$ cat src/rtl/mem_port_arbiter.sv
// rtl/mem_port_arbiter.sv - round-robin IC/DC arbiter for a single burst memory port
module mem_port_arbiter #(
  parameter int BURST_LEN = 4,
  parameter int ADDR_W    = 32,
  parameter int BW        = $clog2(BURST_LEN)
) (
  input  logic              MEM_CLK,
  input  logic              MEM_RST_N,
  input  logic              IC_REQ,
  input  logic              IC_WE,
  input  logic [ADDR_W-1:0] IC_ADDR,
  input  logic [31:0]       IC_WDATA,
  output logic              IC_DONE,
  input  logic              DC_REQ,
  input  logic              DC_WE,
  input  logic [ADDR_W-1:0] DC_ADDR,
  input  logic [31:0]       DC_WDATA,
  output logic              DC_DONE,
  output logic              BVALID,
  output logic [BW-1:0]     BEAT,
  output logic [31:0]       RDATA,
  output logic [BW-1:0]     WIDX,
  output logic              GNT_DC,
  output logic              RE,
  output logic              WE,
  output logic [ADDR_W-1:0] ADDR,
  output logic [31:0]       DATA_IN,
  input  logic [31:0]       DATA_OUT,
  input  logic              MEMVALID,
  output logic              ERR
);

  typedef enum logic [1:0] {IDLE, BUSY, DONE} state_t;

  state_t            state;
  logic [1:0]        rst_sync;
  logic              owner_dc;
  logic              we_l;
  logic              last_dc;
  logic [BW-1:0]     cnt;
  logic              pick_dc;
  logic              pick_we;
  logic [ADDR_W-1:0] pick_addr;
  logic              last_beat;

  // The requester that did not win last time has priority when both ask.
  always_comb begin
    pick_dc   = DC_REQ && (!IC_REQ || !last_dc);
    pick_we   = pick_dc ? DC_WE : IC_WE;
    pick_addr = pick_dc ? DC_ADDR : IC_ADDR;
    last_beat = (cnt == BW'(BURST_LEN - 1));
  end

  assign WIDX    = cnt;
  assign DATA_IN = owner_dc ? DC_WDATA : IC_WDATA;

  // Reset assertion is immediate; release is held off two edges before grants start.
  always_ff @(posedge MEM_CLK or negedge MEM_RST_N) begin
    if (!MEM_RST_N) rst_sync <= 2'b00;
    else            rst_sync <= {rst_sync[0], 1'b1};
  end

  always_ff @(posedge MEM_CLK or negedge MEM_RST_N) begin
    if (!MEM_RST_N) begin
      state    <= IDLE;
      owner_dc <= 1'b0;
      we_l     <= 1'b0;
      last_dc  <= 1'b1;
      cnt      <= '0;
      RE       <= 1'b0;
      WE       <= 1'b0;
      ADDR     <= '0;
      GNT_DC   <= 1'b0;
      BVALID   <= 1'b0;
      BEAT     <= '0;
      RDATA    <= '0;
      IC_DONE  <= 1'b0;
      DC_DONE  <= 1'b0;
      ERR      <= 1'b0;
    end else begin
      BVALID  <= 1'b0;
      IC_DONE <= 1'b0;
      DC_DONE <= 1'b0;
      if (MEMVALID && state != BUSY) ERR <= 1'b1;
      case (state)
        IDLE: begin
          if (rst_sync[1] && (IC_REQ || DC_REQ)) begin
            state    <= BUSY;
            owner_dc <= pick_dc;
            last_dc  <= pick_dc;
            GNT_DC   <= pick_dc;
            we_l     <= pick_we;
            RE       <= !pick_we;
            WE       <= pick_we;
            ADDR     <= {pick_addr[ADDR_W-1:BW+2], {(BW+2){1'b0}}};
            cnt      <= '0;
          end
        end
        BUSY: begin
          if (MEMVALID) begin
            BVALID <= 1'b1;
            BEAT   <= cnt;
            if (!we_l) RDATA <= DATA_OUT;
            cnt <= cnt + BW'(1);
            if (last_beat) begin
              state   <= DONE;
              RE      <= 1'b0;
              WE      <= 1'b0;
              IC_DONE <= !owner_dc;
              DC_DONE <= owner_dc;
            end
          end
        end
        DONE: begin
          state  <= IDLE;
          GNT_DC <= 1'b0;
        end
        default: state <= IDLE;
      endcase
    end
  end

endmodule
$ cat config.mk
export PLATFORM = sky130hd
export DESIGN_NAME = mem_port_arbiter
export DESIGN_NICKNAME = d
export VERILOG_FILES = /design/src/rtl/mem_port_arbiter.sv
export SDC_FILE = /design/constraint.sdc
export NUM_CORES = 1
export LEC_CHECK = 0
export ABC_AREA = 1
export CORE_AREA = 2 2 108 110
export DETAILED_ROUTE_END_ITERATION = 10
export DIE_AREA = 0 0 110 112
export PLACE_DENSITY = 0.86
export SLEW_MARGIN = 25
export SYNTH_ARGS = -nofsm -noshare
export SYNTH_HDL_FRONTEND = slang
export SYNTH_SLANG_ARGS = --single-unit
$ cat constraint.sdc
create_clock -name MEM_CLK -period 3.23 [get_ports MEM_CLK]
set_input_delay 0.646 -clock MEM_CLK [delete_from_list [all_inputs] [get_ports MEM_CLK]]
set_output_delay 0.646 -clock MEM_CLK [all_outputs]
set_load 0.05 [all_outputs]
# == Word-level counts from Yosys, hierarchy flattened ==
# Cells that the tools add are included.
# classes
eq_ne,7
mux,26
reduce_logical,19
add_sub_neg,1
bitwise,1
# op_table
operator,n
two-way mux 32 bit,2
two-way mux 1 bit,14
two-way mux 2 bit,5
AND reduction 3 bit,3
one-hot mux 2 bit (2 select lines),2
inequality test 2 bit (second input constant),3
one-hot mux 1 bit (2 select lines),3
AND reduction 2 bit,3
== test 2 bit (second input constant),2
zero test 1 bit,4
AND reduction 4 bit,1
nonzero test 2 bit,2
logical AND 1 bit,3
adder 2 x 1 -> 2 bit (second input constant),1
== test 2 x 1 -> 1 bit (second input constant),1
zero test 2 bit,1
logical OR 1 bit,2
inequality test 2 x 1 -> 1 bit (second input constant),1
NOT 1 bit,1
# totals
regBits,78
out_inout_bits,107
in_bits,167
wordCells,70

# == Longest topological paths before layout ==
# Gate-level depths: netlist of run 1.
# logic_depth
ltp_word,7
ltp_mapped,8
mapped_depth_nobuf,7

# == Worst setup path before layout of run 1 ==
# Ideal clock, no wire load.
# synth_timing
kind,register to output
from,register owner_dc
to,output port DATA_IN[0]
t_required_ns,2.584
n_path_buf,2
path_stages_with_launch,6
setup_slack_ns,1.327
t_arrival_ns,1.257
cell_sequence,dfrtp_1 > buf_2 > clkinv_1 > clkbuf_1 > nand2_1 > nand2_1
# synth_between
elab_chain_len,1
# synth_lines
element,line_no,rtl
"start, declared",37,logic owner_dc;
"start signal, assigned",89,owner_dc <= pick_dc;
two-way mux 32 bit,55,assign DATA_IN = owner_dc ? DC_WDATA : IC_WDATA;
"end, declared",27,"output logic [31:0] DATA_IN,"
# Every way passes these cells.

# == Worst setup path in the final report of run 1 ==
# layout_timing
from,register owner_dc
to,output port DATA_IN[15]
# Same word-level chain as after synthesis.

==> impl_metrics.toml, run 1 <==
[floorplanning]
die_w_um = 110
rows = 39
initial_core_util = 0.347
core_um2 = 11200
die_h_um = 112
die_area_um2 = 12300
io_pins = 274

[global_routing]
grt_max_degree = 79
antenna_found_initial = 0
grt_pass1_vias = 3875
gr-total-overflow = 0
grt_usage = 0.195
grt_pass1_wl_um = 19000

[critical_path]
crit_required_ns = 2.58
rrSetupSlack_ns = 1.58
crit_path_start_kind = "register"
timing.rr.end = "we_l"
critPathKind = "reg2out"
r2r_cells = 7
cp_data_arrival_time_ns = 1.95
rr_startpoint = "last_dc"
cp_max_fo = 34
worst_setup_path_end_kind = "primary output"

[timing]
hold_ws_ns = 0.350
rsz0062_at_grt = "no"
period_needed_ns = 2.60
worst_slew_pin_slew_ns = 0.945
post-route-period-util = 0.805
clock.fmax_ghz = 0.385
drv_slew = 0
slew_headroom = 0.369
tns_ns = 0
final-setup-viol-count = 0
fin_worst_skew_ns = 0.00784
hold_violations = 0

[logic_synthesis]
synth.distinct_cells = 26
ys_seq_area_frac = 0.503
synth-seq-cells = 78
avgSynthCellArea_um2 = 7.30
syn_area_um2 = 3880
syn-instance-count = 532
yosysWarnings = 0

[clock_network]
cts_buffer_depth = 2
numCtsBuffers = 9
holdBufCountCts = 0
cts_tree = "yes"
clock-sinks = 78
h-tree-depth = 3
cts_root_buf = "clkbuf_16"
insertion_delay_ns = 0.32
cts_resized = 0
post_cts_buffers = 0
clk_pin_slew_worst_paths_ns = 0.06

[routing]
drtPass1Iterations = 4
drc = 0
drtAntennaViolNets = 0
initialDrtViolationCount = 183
finalWirelength_um = 12100
route.detailed.wl_per_inst_um = 13.0
vias = 4109
vias_per_cell = 4.44

[pwr]
comb_power_share = 0.620
power_frac_seq = 0.231
internal_power_w = 0.00343
ir_worst_vdd_uv = 614
p_leak_nw = 3.42
p_per_area_nw_per_um2 = 1060
sw_frac_of_total = 0.517
p_clk_frac = 0.148
p_sw_w = 0.00368

[flow_run]
max_cap_viol_count = 0

[cells_and_area]
diodes = 0
drive_gt1_frac = 0.0792
stdcell_count = 926
final_design_area_no_fill_um2 = 6730
final_nets = 948
syn_to_final_growth_pct = 73.4
fillers = 978

[placement]
post-dp-hpwl_um = 8870
dp.cells = 911
dpl_cell_area_um2 = 6410
port_buffers = 261
routabilityCongestion = 0.783

[worst_hold_path]
min_path_type = "in2async"

[outcome]
status = "complete, no violations"
-- state kept, by name (all words and copies together) (netlist names), 2 cells and up --
| name | count |
|---|---|
| ADDR | 28 |
| RDATA | 32 |
| WIDX | 2 |
| BEAT | 2 |
| state | 2 |
| rst_sync | 2 |
-- metrics by stage --
| stage | util | power [W] | worst slack (ns) |
|---|---|---|---|
| floorplan | - | 0.00460 | 1.33 |
| global placement | 0.574 | 0.00603 | 0.834 |
| detailed placement | 0.574 | 0.00610 | 0.794 |
| CTS | 0.602 | 0.00719 | 0.588 |
| global route | 0.602 | 0.00752 | 0.445 |
| finish | 0.602 | 0.00711 | 0.630 |
-- area by class of cell --
cell class	count	area (µm²)	area share
repair buffers	265	2560	0.381
clock buffers	9	225	0.0335
inverters	11	46.3	0.00688
flip-flops and latches	78	1950	0.290
multi-input cells	414	1680	0.249
well taps	143	179	0.0266
clock inverters	6	86.3	0.0128
-- cell families (layout without fill, tap and decap cells) --
group | Yosys count | after routing | share of synthesized area
buf+inv | 43 | 291 | 0.0677
compound gates | 8 | 8 | 0.0119
fa+ha+maj | 2 | 2 | 0.00645
flops | 78 | 78 | 0.503
other cells | 2 | 5 | 0.00193
simple gates | 399 | 399 | 0.409
-- critical path, stage by stage, from the launching register on --
cell	delay (ns)
dfrtp_1	0.34
clkinv_1	0.70
nand2_1	0.31
nand2_1	0.08
buf_4	0.19
-- cells in the mapped netlist, drive strengths merged --
cell type	n	area [µm²]
o21ai	6	33.8
buf	22	179
dfrtp	77	1930
conb	2	7.51
or2	1	6.26
nand3	34	170
nor3	2	10.0
a21oi	1	5.00
dfstp	1	26.3
nand4	1	6.26
inv	9	38.8
o21bai	1	7.51
nand2	356	1350
nor2	5	42.5
clkinv	2	7.51
ha	2	25.0
clkbuf	10	37.5
-- routing by layer --
metal	part of all wire	vias to the layer above	GRT usage
li1	-	2100	-
met2	0.48	150	0.321
met4	0.018	0	0.0633
met5	0	-	0
met3	0.078	17	0.0550
met1	0.43	1842	0.245
-- layout by cell type, fill, tap and decap left out, drive strengths merged --
master         netlist  routed
or2                  1       1
clkdlybuf4s50        0     228
clkinv               2       4
inv                  9      10
clkbuf              10       9
nand4                1       1
conb                 2       5
nand2              356     356
clkinvlp             0       1
bufinv               0       2
dfrtp               77      77
nand3               34      34
ha                   2       2
nor3                 2       2
nor2                 5       5
buf                 22      37
dfstp                1       1
o21bai               1       1
a21oi                1       1
o21ai                6       6
-- power by group through the flow --
| stage | combinational (W) | sequential, W | clock [W] |
|---|---|---|---|
| 6_report | 0.00441 | 0.00165 | 0.00106 |
| 5_1_grt | 0.00469 | 0.00170 | 0.00113 |
| 4_1_cts | 0.00445 | 0.00165 | 0.00109 |
| 3_5_place_dp | 0.00445 | 0.00165 | 0 |
| 3_3_place_gp | 0.00439 | 0.00164 | 0 |
| 2_1_floorplan | 0.00160 | 0.00300 | 0 |
-- worst max path at each step --
stage | startpoint | to | slack (ns) | depth (start not counted)
after floorplan | owner_dc | DATA_IN[0] | 1.33 | 5
after global placement | DC_REQ | we_l | 0.83 | 7
after detailed placement | DC_REQ | we_l | 0.79 | 7
after CTS | owner_dc | DATA_IN[24] | 0.59 | 4
after global routing | owner_dc | DATA_IN[15] | 0.44 | 4
final | owner_dc | DATA_IN[15] | 0.63 | 4
Note: power is estimated with default switching activity, not from simulation.
==> run 2: changes to the inputs <==
- CORE_AREA: 2 2 108 110 -> default
- CORE_MARGIN: default -> 2
- CORE_UTILIZATION: default -> 35
- DIE_AREA: 0 0 110 112 -> default
- PLACE_DENSITY: 0.86 -> 0.87
- clock period: 3.23 -> 2.6 ns (I/O delays scaled with it)
==> run 2 against run 1 <==
Compared with the run above:
- sequential share of layout area rose by 0.47 points
- critical path depth did not move
- sequential power rose by 24%
- worst setup slack got worse by 0.29 ns
- final cell count fell by 0.22%
- sequential cell count did not move
- global-route usage barely moved
- clock skew rose by 0.0011 ns
- count of clock-buffer cells in the layout did not move
- core utilization rose by 0.87 points
- first-iteration DRC count rose by 25%
- critical path type unchanged
- largest cell class unchanged
==> impl_metrics.toml, run 2 (synthesis results as in run 1) <==
[outcome]
status = "complete, no violations"

[clock_network]
clk_pin_slew_worst_paths_ns = 0.09
holdBufCountCts = 0
clock-sinks = 78
insertion_delay_ns = 0.34
post_cts_buffers = 0
cts_tree = "yes"
cts_buffer_depth = 2
cts_root_buf = "clkbuf_8"
h-tree-depth = 3
numCtsBuffers = 9

[routing]
initialDrtViolationCount = 228
drc = 0
drtPass1Iterations = 4
vias = 4114
route.detailed.wl_per_inst_um = 12.8
highest_layer = "met4"
vias_per_cell = 4.45
dr_wl_met3_um = 1120
drtAntennaViolNets = 0
finalWirelength_um = 11800
route.met2.wl_um = 5580
wl_met1_um = 4980

[cells_and_area]
diodes = 0
largestRegisters = "RDATA: 32 flops, ADDR: 28 flops"
largest_reg_flops = 32
final_nets = 948
drive_gt1_frac = 0.0816
syn_to_final_growth_pct = 70.7
final_common_cell = "nand2_1"
final_cell_mix = "nand2_1 (354), clkdlybuf4s50_1 (228), dfrtp_1 (77), buf_4 (36), nand3_1 (34)"
fin_util = 0.611
top_register = "RDATA"

[critical_path]
rr_startpoint = "state[0]"
r2r_cells = 6
timing.rr.end = "ADDR[12]"
cp_max_fo = 34
worst_setup_path_end_kind = "primary output"
cp_data_arrival_time_ns = 1.74
critPathKind = "reg2out"
crit_start = "owner_dc"
rrSetupSlack_ns = 0.78
crit_path_start_kind = "register"
crit_required_ns = 2.08

[pwr]
p_leak_nw = 3.36
p_per_area_nw_per_um2 = 1270
report.power.total_w = 0.00841
ir_worst_vdd_uv = 712

[floorplanning]
rows = 38
io_pins = 274
die_h_um = 109
initial_core_util = 0.358
die_w_um = 109
core_um2 = 10800
die_area_um2 = 11900

[placement]
post-place-ws_ns = 0.273
post-dp-hpwl_um = 8780
routabilityCongestion = 0.768
port_buffers = 261

[global_routing]
grt_pass1_vias = 3805
gr-total-overflow = 0
grt_pass1_wl_um = 18300
grt_max_degree = 45
antenna_found_initial = 0
grt_usage = 0.195

[timing]
worst_slew_pin_slew_ns = 0.959
period_needed_ns = 2.26
final-setup-viol-count = 0
post-route-period-util = 0.869
fin_ws_ns = 0.342
tns_ns = 0
drv_slew = 0
fin_worst_skew_ns = 0.00899
hold_ws_ns = 0.117
rsz0062_at_grt = "no"
slew_headroom = 0.360
hold_violations = 0
clock.fmax_ghz = 0.443

[flow_run]
max_cap_viol_count = 0

[worst_hold_path]
min_path_type = "in2async"
[run 2: metrics by stage]
| step | std cells | instance area (µm²) |
|---|---|---|
| 6_report | 924 | 6620 |
| 5_1_grt | 924 | 6620 |
| 4_1_cts | 924 | 6620 |
| 3_5_place_dp | 908 | 6420 |
| 3_3_place_gp | 908 | 6420 |
| 2_1_floorplan | 535 | 3890 |
[run 2: layout make-up]
type | instances | area [µm²]
Clock buffer | 9 | 124
Clock inverter | 7 | 72.6
Fill cell | 969 | 4220
Inverter | 11 | 50.0
Multi-Input combinational cell | 414 | 1680
Sequential cell | 78 | 1950
Tap cell | 140 | 175
Timing Repair Buffer | 265 | 2570
[run 2: worst max-delay path by stage]
stage / endpoint / slack (ns) / cells after the start
3_3_place_gp: we_l / 0.32 / 8
4_1_cts: DATA_IN[6] / 0.05 / 4
6_report: DATA_IN[6] / 0.34 / 4
2_1_floorplan: DATA_IN[0] / 0.82 / 5
5_1_grt: DATA_IN[8] / 0.20 / 4
3_5_place_dp: we_l / 0.27 / 8
[run 2: power by group]
part           internal, W  switching, W  total (W)  leakage [nW]
registers          0.00174      0.000297    0.00204         0.972
logic              0.00169       0.00378    0.00547          2.30
clock network     0.000447      0.000458   0.000905        0.0960
[run 2: critical path, cell delays in order, from the launching register on]
cell,delay (ns)
dfrtp_1,0.40
clkinvlp_4,0.49
nand2_1,0.24
nand2_1,0.07
buf_4,0.19
[run 2: routing by layer]
| layer | GRT usage | up-vias |
|---|---|---|
| met5 | 0 | - |
| met4 | 0.0542 | 0 |
| met3 | 0.0628 | 22 |
| met2 | 0.329 | 186 |
| met1 | 0.241 | 1805 |
| li1 | - | 2101 |
[run 2: repair_timing]
item / in CTS / in global routing
hold endpoints to repair: 0 / 0
setup endpoints to repair: 0 / 32
resized for setup: 0 / 1
